--- src/rtl/popcnt_sched.sv ---
// ---------------------------------------------------------------------------
// PopcntSched -- round-robin word scheduler with a bit-serial population count
//
// Several requesters offer data words. While idle, the block grants one of
// them round-robin, captures its word and then counts the 1 bits one bit per
// clock (W cycles). The result is held until the consumer accepts it.
//
// Ports
//   clk_i        single clock, all state changes on the rising edge
//   reset_i      synchronous active-high reset
//   req_valid_i  per-requester word-available flags            [N_REQ]
//   req_data_i   packed words, requester i at [i*W +: W]        [N_REQ*W]
//   req_ready_o  one-hot grant, only ever high while idle       [N_REQ]
//   rsp_valid_o  result available (DONE state)
//   rsp_ready_i  consumer accepts the result
//   rsp_count_o  number of 1 bits in the granted word         [clog2(W+1)]
//   rsp_id_o     index of the requester owning rsp_count_o    [clog2(N_REQ)]
//   busy_o       high while a word is being counted or held
// ---------------------------------------------------------------------------
module popcnt_sched #(
  parameter int N_REQ = 4,
  parameter int W     = 16
) (
  input  logic                       clk_i,
  input  logic                       reset_i,
  input  logic [N_REQ-1:0]           req_valid_i,
  input  logic [N_REQ*W-1:0]         req_data_i,
  output logic [N_REQ-1:0]           req_ready_o,
  output logic                       rsp_valid_o,
  input  logic                       rsp_ready_i,
  output logic [$clog2(W+1)-1:0]     rsp_count_o,
  output logic [$clog2(N_REQ)-1:0]   rsp_id_o,
  output logic                       busy_o
);

  localparam int CW  = $clog2(W+1);
  localparam int IDW = $clog2(N_REQ);
  localparam int BW  = $clog2(W);

  typedef enum logic [1:0] {
    IDLE  = 2'd0,
    COUNT = 2'd1,
    DONE  = 2'd2
  } stateT;

  stateT            state_q, state_d;
  logic [W-1:0]     shift_q, shift_d;
  logic [CW-1:0]    count_q, count_d;
  logic [BW-1:0]    bitIdx_q, bitIdx_d;
  logic [IDW-1:0]   id_q, id_d;
  logic [IDW-1:0]   lastGrant_q, lastGrant_d;
  logic [CW-1:0]    rspCount_q, rspCount_d;
  logic [IDW-1:0]   rspId_q, rspId_d;

  logic             found;
  logic [IDW-1:0]   winner;
  logic [IDW-1:0]   cand;
  logic [N_REQ-1:0] grant;
  logic [W-1:0]     winnerWord;

  // Round-robin search: walk the requesters starting just after the last
  // accepted one and wrapping, and take the first valid one.
  always_comb begin
    found  = 1'b0;
    winner = '0;
    cand   = '0;
    for (int k = 1; k <= N_REQ; k++) begin
      cand = IDW'((int'(lastGrant_q) + k) % N_REQ);
      if (!found && req_valid_i[cand]) begin
        found  = 1'b1;
        winner = cand;
      end
    end
  end

  // Turn the winner index into a one-hot grant and pick its word; only the
  // winner's lane is ever routed into the shift register.
  always_comb begin
    grant      = '0;
    winnerWord = '0;
    for (int i = 0; i < N_REQ; i++) begin
      if (found && (winner == IDW'(i))) begin
        grant[i]   = 1'b1;
        winnerWord = req_data_i[i*W +: W];
      end
    end
  end

  // Next-state logic. The count adds one bit per COUNT cycle; the edge that
  // consumes the last bit also publishes the result registers, so the
  // visible count/id only change when a new result becomes valid.
  always_comb begin
    state_d     = state_q;
    shift_d     = shift_q;
    count_d     = count_q;
    bitIdx_d    = bitIdx_q;
    id_d        = id_q;
    lastGrant_d = lastGrant_q;
    rspCount_d  = rspCount_q;
    rspId_d     = rspId_q;
    case (state_q)
      IDLE: begin
        if (found) begin
          shift_d     = winnerWord;
          id_d        = winner;
          count_d     = '0;
          bitIdx_d    = '0;
          lastGrant_d = winner;
          state_d     = COUNT;
        end
      end
      COUNT: begin
        count_d  = count_q + CW'(shift_q[0]);
        shift_d  = shift_q >> 1;
        bitIdx_d = bitIdx_q + 1'b1;
        if (bitIdx_q == BW'(W-1)) begin
          rspCount_d = count_q + CW'(shift_q[0]);
          rspId_d    = id_q;
          state_d    = DONE;
        end
      end
      DONE: begin
        if (rsp_ready_i) begin
          state_d = IDLE;
        end
      end
      default: begin
        state_d = IDLE;
      end
    endcase
  end

  // State registers; reset wins over any handshake in the same cycle and
  // throws away a word that is still in flight.
  always_ff @(posedge clk_i) begin
    if (reset_i) begin
      state_q     <= IDLE;
      shift_q     <= '0;
      count_q     <= '0;
      bitIdx_q    <= '0;
      id_q        <= '0;
      lastGrant_q <= IDW'(N_REQ-1);
      rspCount_q  <= '0;
      rspId_q     <= '0;
    end else begin
      state_q     <= state_d;
      shift_q     <= shift_d;
      count_q     <= count_d;
      bitIdx_q    <= bitIdx_d;
      id_q        <= id_d;
      lastGrant_q <= lastGrant_d;
      rspCount_q  <= rspCount_d;
      rspId_q     <= rspId_d;
    end
  end

  // The grant is combinational from the current requests, but is masked
  // outside IDLE and while reset is asserted.
  assign req_ready_o = ((state_q == IDLE) && !reset_i) ? grant : '0;
  assign rsp_valid_o = (state_q == DONE);
  assign busy_o      = (state_q != IDLE);
  assign rsp_count_o = rspCount_q;
  assign rsp_id_o    = rspId_q;

endmodule

--- config.mk ---
export PLATFORM = sky130hd
export DESIGN_NAME = popcnt_sched
export DESIGN_NICKNAME = d
export VERILOG_FILES = /design/src/rtl/popcnt_sched.sv
export SDC_FILE = /design/constraint.sdc
export NUM_CORES = 1
export LEC_CHECK = 0
export ABC_AREA = 1
export BUFFER_PORTS_ARGS = -buffer_cell sky130_fd_sc_hd__buf_2
export CELL_PAD_IN_SITES_DETAIL_PLACEMENT = 1
export CELL_PAD_IN_SITES_GLOBAL_PLACEMENT = 2
export CORE_MARGIN = 3
export CORE_UTILIZATION = 24
export CTS_BUF_LIST = sky130_fd_sc_hd__clkbuf_16
export CTS_CLUSTER_SIZE = 10
export DETAILED_ROUTE_END_ITERATION = 12
export PLACE_DENSITY_LB_ADDON = 0.1
export SLEW_MARGIN = 20
export SYNTH_ARGS = -nofsm -noshare
export SYNTH_HDL_FRONTEND = slang
export SYNTH_SLANG_ARGS = --single-unit
--- constraint.sdc ---
create_clock -name clk_i -period 2.1 [get_ports clk_i]
set_input_delay 0.42 -clock clk_i [delete_from_list [all_inputs] [get_ports clk_i]]
set_output_delay 0.42 -clock clk_i [all_outputs]
set_load 0.01 [all_outputs]
* Yosys cells after proc, flatten, opt, wreduce, memory -nomap -nowiden
Index checks and enable logic that the tools add are counted.
** Word-level totals
- Register bits :: 38
- Logic and storage cells :: 82
** Operators by class
- $lt $le $gt $ge :: 4
- Multiplexer cells :: 35
- Equality and inequality tests :: 9
- Reduce and logical (&&, ||, !) cells :: 20
- Add/subtract/negate cells :: 6
** Operator list (count)
- two-way mux 16 bit :: 5
- case mux 16 bit (2 select lines) :: 1
- two-way mux 2 bit :: 7
- < comparator 2 x 3 -> 1 bit (second input constant) :: 4
- two-way mux 1 bit :: 12
- case mux 5 bit (2 select lines) :: 1
- binary-select mux 1 bit (select 2 bit) :: 4
- logical AND 1 bit :: 8
- two-way mux 4 bit :: 2
- case mux 4 bit (2 select lines) :: 1
- == test 2 bit (second input constant) :: 3
- case mux 2 bit (3 select lines) :: 1
- AND reduction 2 bit :: 3
- adder 5 x 1 -> 5 bit :: 1
- two-way mux 5 bit :: 1
- adder 2 x 1 -> 2 bit (second input constant) :: 2
- adder 2 bit (second input constant) :: 2
- adder 4 x 1 -> 4 bit (second input constant) :: 1
- == test 2 x 1 -> 1 bit (second input constant) :: 2
- == test 4 bit (second input constant) :: 1
- zero test 1 bit :: 4
- zero test 2 bit :: 2
- inequality test 2 bit (second input constant) :: 2
- nonzero test 2 bit :: 2
- other kinds (2) :: 2

* Longest topological paths before layout
- Depth in word-level cells :: 21
- Depth in mapped cells :: 17

* Worst setup path after synthesis
OpenSTA, ideal clock, no wires.
- Path kind :: reg-to-output
- From :: register lastGrant_q[0]
- To :: output port req_ready_o[2]
- Arrival time :: 1.756 ns
- Slack :: -0.076 ns
- Cell stages (with the launch flop) :: 14
- Buffers on the path :: 3
- Data required time :: 1.680 ns
- Path through :: dfxtp_1 > buf_4 > inv_6 > nand2_2 > nand2_1 > nand2_1 > nand2_2 > nor2_8 > nand4_1 > nand2_4 > buf_6 > inv_4 > buf_6 > nor3_1
** On the way
- Longest elaborated chain between the ends :: 17
- Elaborated cells between the ends (all ways) :: 30
- Those cells by class :: add/sub (4); eq/ne (1); mux (18); reduce/logical (7)
** RTL lines
- start: declaration :: line 51 : logic [IDW-1:0] lastGrant_q, lastGrant_d;
- start signal: assignment :: line 142 : lastGrant_q <= IDW'(N_REQ-1);
- start signal: assignment :: line 151 : lastGrant_q <= lastGrant_d;
- adder 2 x 1 -> 2 bit :: line 68 : cand = IDW'((int'(lastGrant_q) + k) % N_REQ);
- binary-select mux 1 bit (select 2 bit) :: line 69 : if (!found && req_valid_i[cand]) begin
- two-way mux 1 bit (implied by the code) :: line 69
- two-way mux 1 bit :: line 69
- zero test 1 bit :: line 69
- logical AND 1 bit :: line 69
- two-way mux 1 bit :: line 69
- zero test 1 bit :: line 69
- logical AND 1 bit :: line 69
- two-way mux 1 bit :: line 69
- zero test 1 bit :: line 69
- logical AND 1 bit :: line 69
- two-way mux 2 bit :: line 69
- == test 2 bit :: line 82 : if (found && (winner == IDW'(i))) begin
- logical AND 1 bit (*) :: line 82
- two-way mux 1 bit (*) :: line 82
- two-way mux 4 bit (*) :: line 159 : assign req_ready_o = ((state_q == IDLE) && !reset_i) ? grant : '0;
- end: declaration :: line 28 : output logic [N_REQ-1:0] req_ready_o,
Every way passes the cells marked *; elsewhere a longest branch is shown, timed or not. The select of a mux whose other input is x is not followed.

* Final worst setup path
Same ends and word-level chain as after synthesis.

==> summary.txt <==
max cap viols = 0
# rows = 36
VDD IR max = 0.000702 V
number of H-tree levels = 2
number of flops mapped to enable cells by yosys = 0
top-area cell type share of the netlist area = 0.300
DRT iter0 DRCs = 76
CTS sink count = 38
post-synth top area cell = dfxtp_1
hold slack = 0.402 ns
Fmax = 0.446 GHz
main area contributors after synthesis = dfxtp_1 (30%), nand2_1 (11%), inv_1 (8.6%), o21ai_0 (6.3%), nand2_2 (5.2%)
Final period util = 1.07
clk buf depth = 2
antenna violations before repair = 0
global-route wire length before repair = 14.2 mm
Antenna Cells = 0
sequential-to-total area share from yosys stat = 0.300
Filler Cells Inserted = 1288
routed length per instance = 14.1 µm
total track usage = 0.152
# hold bufs at CTS = 0
YS warnings = 0
Post-DP HPWL = 7.00 mm
io pins = 84
root buf cell = clkbuf_16
Critical R2R Launch = lastGrant_q[0]
worst min-delay path startpoint = rsp_ready_i
Final Hold Viols = 0
setup ws final = -0.143 ns
1st-pass router iterations = 4
Final Skew = 0.00347 ns
Leak Pwr = 0.00183 µW
Routed Antenna Nets = 0
Post-synth top cells = nand2_1 (77), inv_1 (58), dfxtp_1 (38), o21ai_0 (32), a21oi_1 (25)
largest net degree at the start of global routing = 31
Worst Hold Endpoint = state_q[1]
crit-path max FO = 8
Cell Area, Synth = 0.00254 mm²
Synth Net Count = 457
fin nets = 572
synth unique cells = 32
pin slew with the least headroom to its limit = 0.419 ns
CTS tree = done
die area = 0.0118 mm²
Final setup viols = 4
flip-flop and latch area = 768 µm²
normalized max-slew margin = 0.721
GP Congestion = 0.763
# DRC = 0
number of global-route vias before repair = 2906
RSZ-0062 raised after global routing = true
gr ovfl total = 0
CTS Buf Count = 5
die width = 109 µm
CP Data Arrival Time = 1.82 ns
FF-to-FF End = shift_q[4]
Starting Density = 0.254
prevailing post-synth register cell = dfxtp_1
Startpoint Class = flop
layout cell share with drive strength beyond 1 = 0.448
Post-Syn Area per Cell = 6.62 µm²
area of the multi-input gates = 0.00166 mm²
Power Dens Cells = 1780 mW/mm²
placed inst area = 0.00329 mm²
Crit. End Element = output pin
port buffer count = 83
#FFs+latches synth = 38
Design Area, Final = 0.00384 mm²
Vias = 2855
status = finished, violations left
R2R Setup Slk = 0 ns
asr flop ratio synth = 0
min Tclk post-route = 2.24 ns
most common cell in the netlist = nand2_1
Die Height = 109 µm
Hold Path Stages = 4
critical setup path kind = reg2out
final slew viol count = 0
area grow syn2layout = 51.6%
clk_lat worst skew = 0.28 ns
CORE AREA = 0.0100 mm²
Vias/cell = 4.52
Worst-path clk slew = 0.05 ns
Synth Instances = 383
Hold WC Path Type = in2reg
Post-Route WL = 8.90 mm
Worst EP required = 1.68 ns
failing checks = setup timing
R2R cell count = 17
-- how the worst max path moves through the flow --
stage                        start              to  slack [ns]  cells past startpoint
global route        lastGrant_q[0]  req_ready_o[0]       -0.25                     12
CTS                 lastGrant_q[0]  req_ready_o[0]       -0.21                     13
finish              lastGrant_q[0]  req_ready_o[2]       -0.14                     11
floorplan           lastGrant_q[0]  req_ready_o[2]       0.007                     13
detailed placement  req_valid_i[3]  req_ready_o[2]       -0.08                     11
global placement    req_valid_i[3]  req_ready_o[1]       -0.06                     12
-- critical path, cell delays in order, from the launching register on --
cell	delay [ns]
dfxtp_4	0.43
inv_8	0.07
nand2_2	0.07
nand2_2	0.07
nand2_4	0.07
nand2_4	0.06
nor2_8	0.11
nand4_1	0.15
nand2_4	0.16
inv_4	0.07
nor3_4	0.11
buf_2	0.15
-- registers in the layout (all words and copies together) (netlist names) --
| name | cells |
|---|---|
| bitIdx_q | 4 |
| count_q | 5 |
| rsp_id_o | 2 |
| state_q | 2 |
| lastGrant_q | 2 |
| rsp_count_o | 5 |
| id_q | 2 |
| shift_q | 16 |
-- repair_timing --
item	in CTS	in global routing
endpoints found under the hold margin	0	0
gates cloned	1	0
gates resized for setup	34	46
buffers inserted	6	6
setup endpoints to repair	14	26
pin swaps	18	22
-- power by group --
part / internal [µW] / leakage [µW] / switching, µW / total, µW
clock network: 549 / 0.0000773 / 278 / 827
logic: 2170 / 0.00144 / 2890 / 5060
registers: 879 / 0.000311 / 93.4 / 973
-- cell usage in the layout (no fill, tap or decap), types with 15 or more instances in the layout --
cell type and n:
nand2_4 15, buf_4 32, nand4_1 19, nand2_2 25, buf_2 83, inv_1 57, nand2_1 59, o21ai_0 30
a21oi_2 15, a21oi_1 20, dfxtp_1 36
-- layer usage --
layer,part of all wire,vias up,GRT usage
li1,-,1483,-
met1,0.48,1313,0.210
met2,0.47,53,0.245
met3,0.040,6,0.0284
met4,0.0090,0,0.0352
met5,0,-,0
-- kinds of logic (layout without fill, tap and decap cells) --
logic type / after synthesis / after routing / share of synthesized area
xor gates and xnor gates: 3 / 3 / 0.0104
buffers and inverters: 83 / 198 / 0.145
AOI/OAI and AO/OA: 92 / 92 / 0.206
and+or+nand+nor: 164 / 164 / 0.325
DFF: 38 / 38 / 0.300
adders and majority gates: 3 / 3 / 0.0148
-- through the flow --
step / TNS [ns] / worst slack [ns] / total power [µW] / util / instances
floorplan: 0 / 0.00712 / 3590 / - / 383
global placement: -0.0922 / -0.0573 / 4870 / 0.329 / 612
detailed placement: -0.509 / -0.0771 / 4940 / 0.329 / 612
CTS: -0.825 / -0.213 / 6370 / 0.361 / 625
global route: -2.55 / -0.251 / 7450 / 0.384 / 631
finish: -0.509 / -0.143 / 6860 / 0.384 / 631
-- final cells by class --
type | count | area share
clock buffers | 5 | 0.0326
well taps | 133 | 0.0433
repair buffers | 125 | 0.213
multi-input cells | 262 | 0.432
flip-flops and latches | 38 | 0.200
clock inverters | 2 | 0.00879
inverters | 66 | 0.0706
Power figures use the tool's default switching activity.
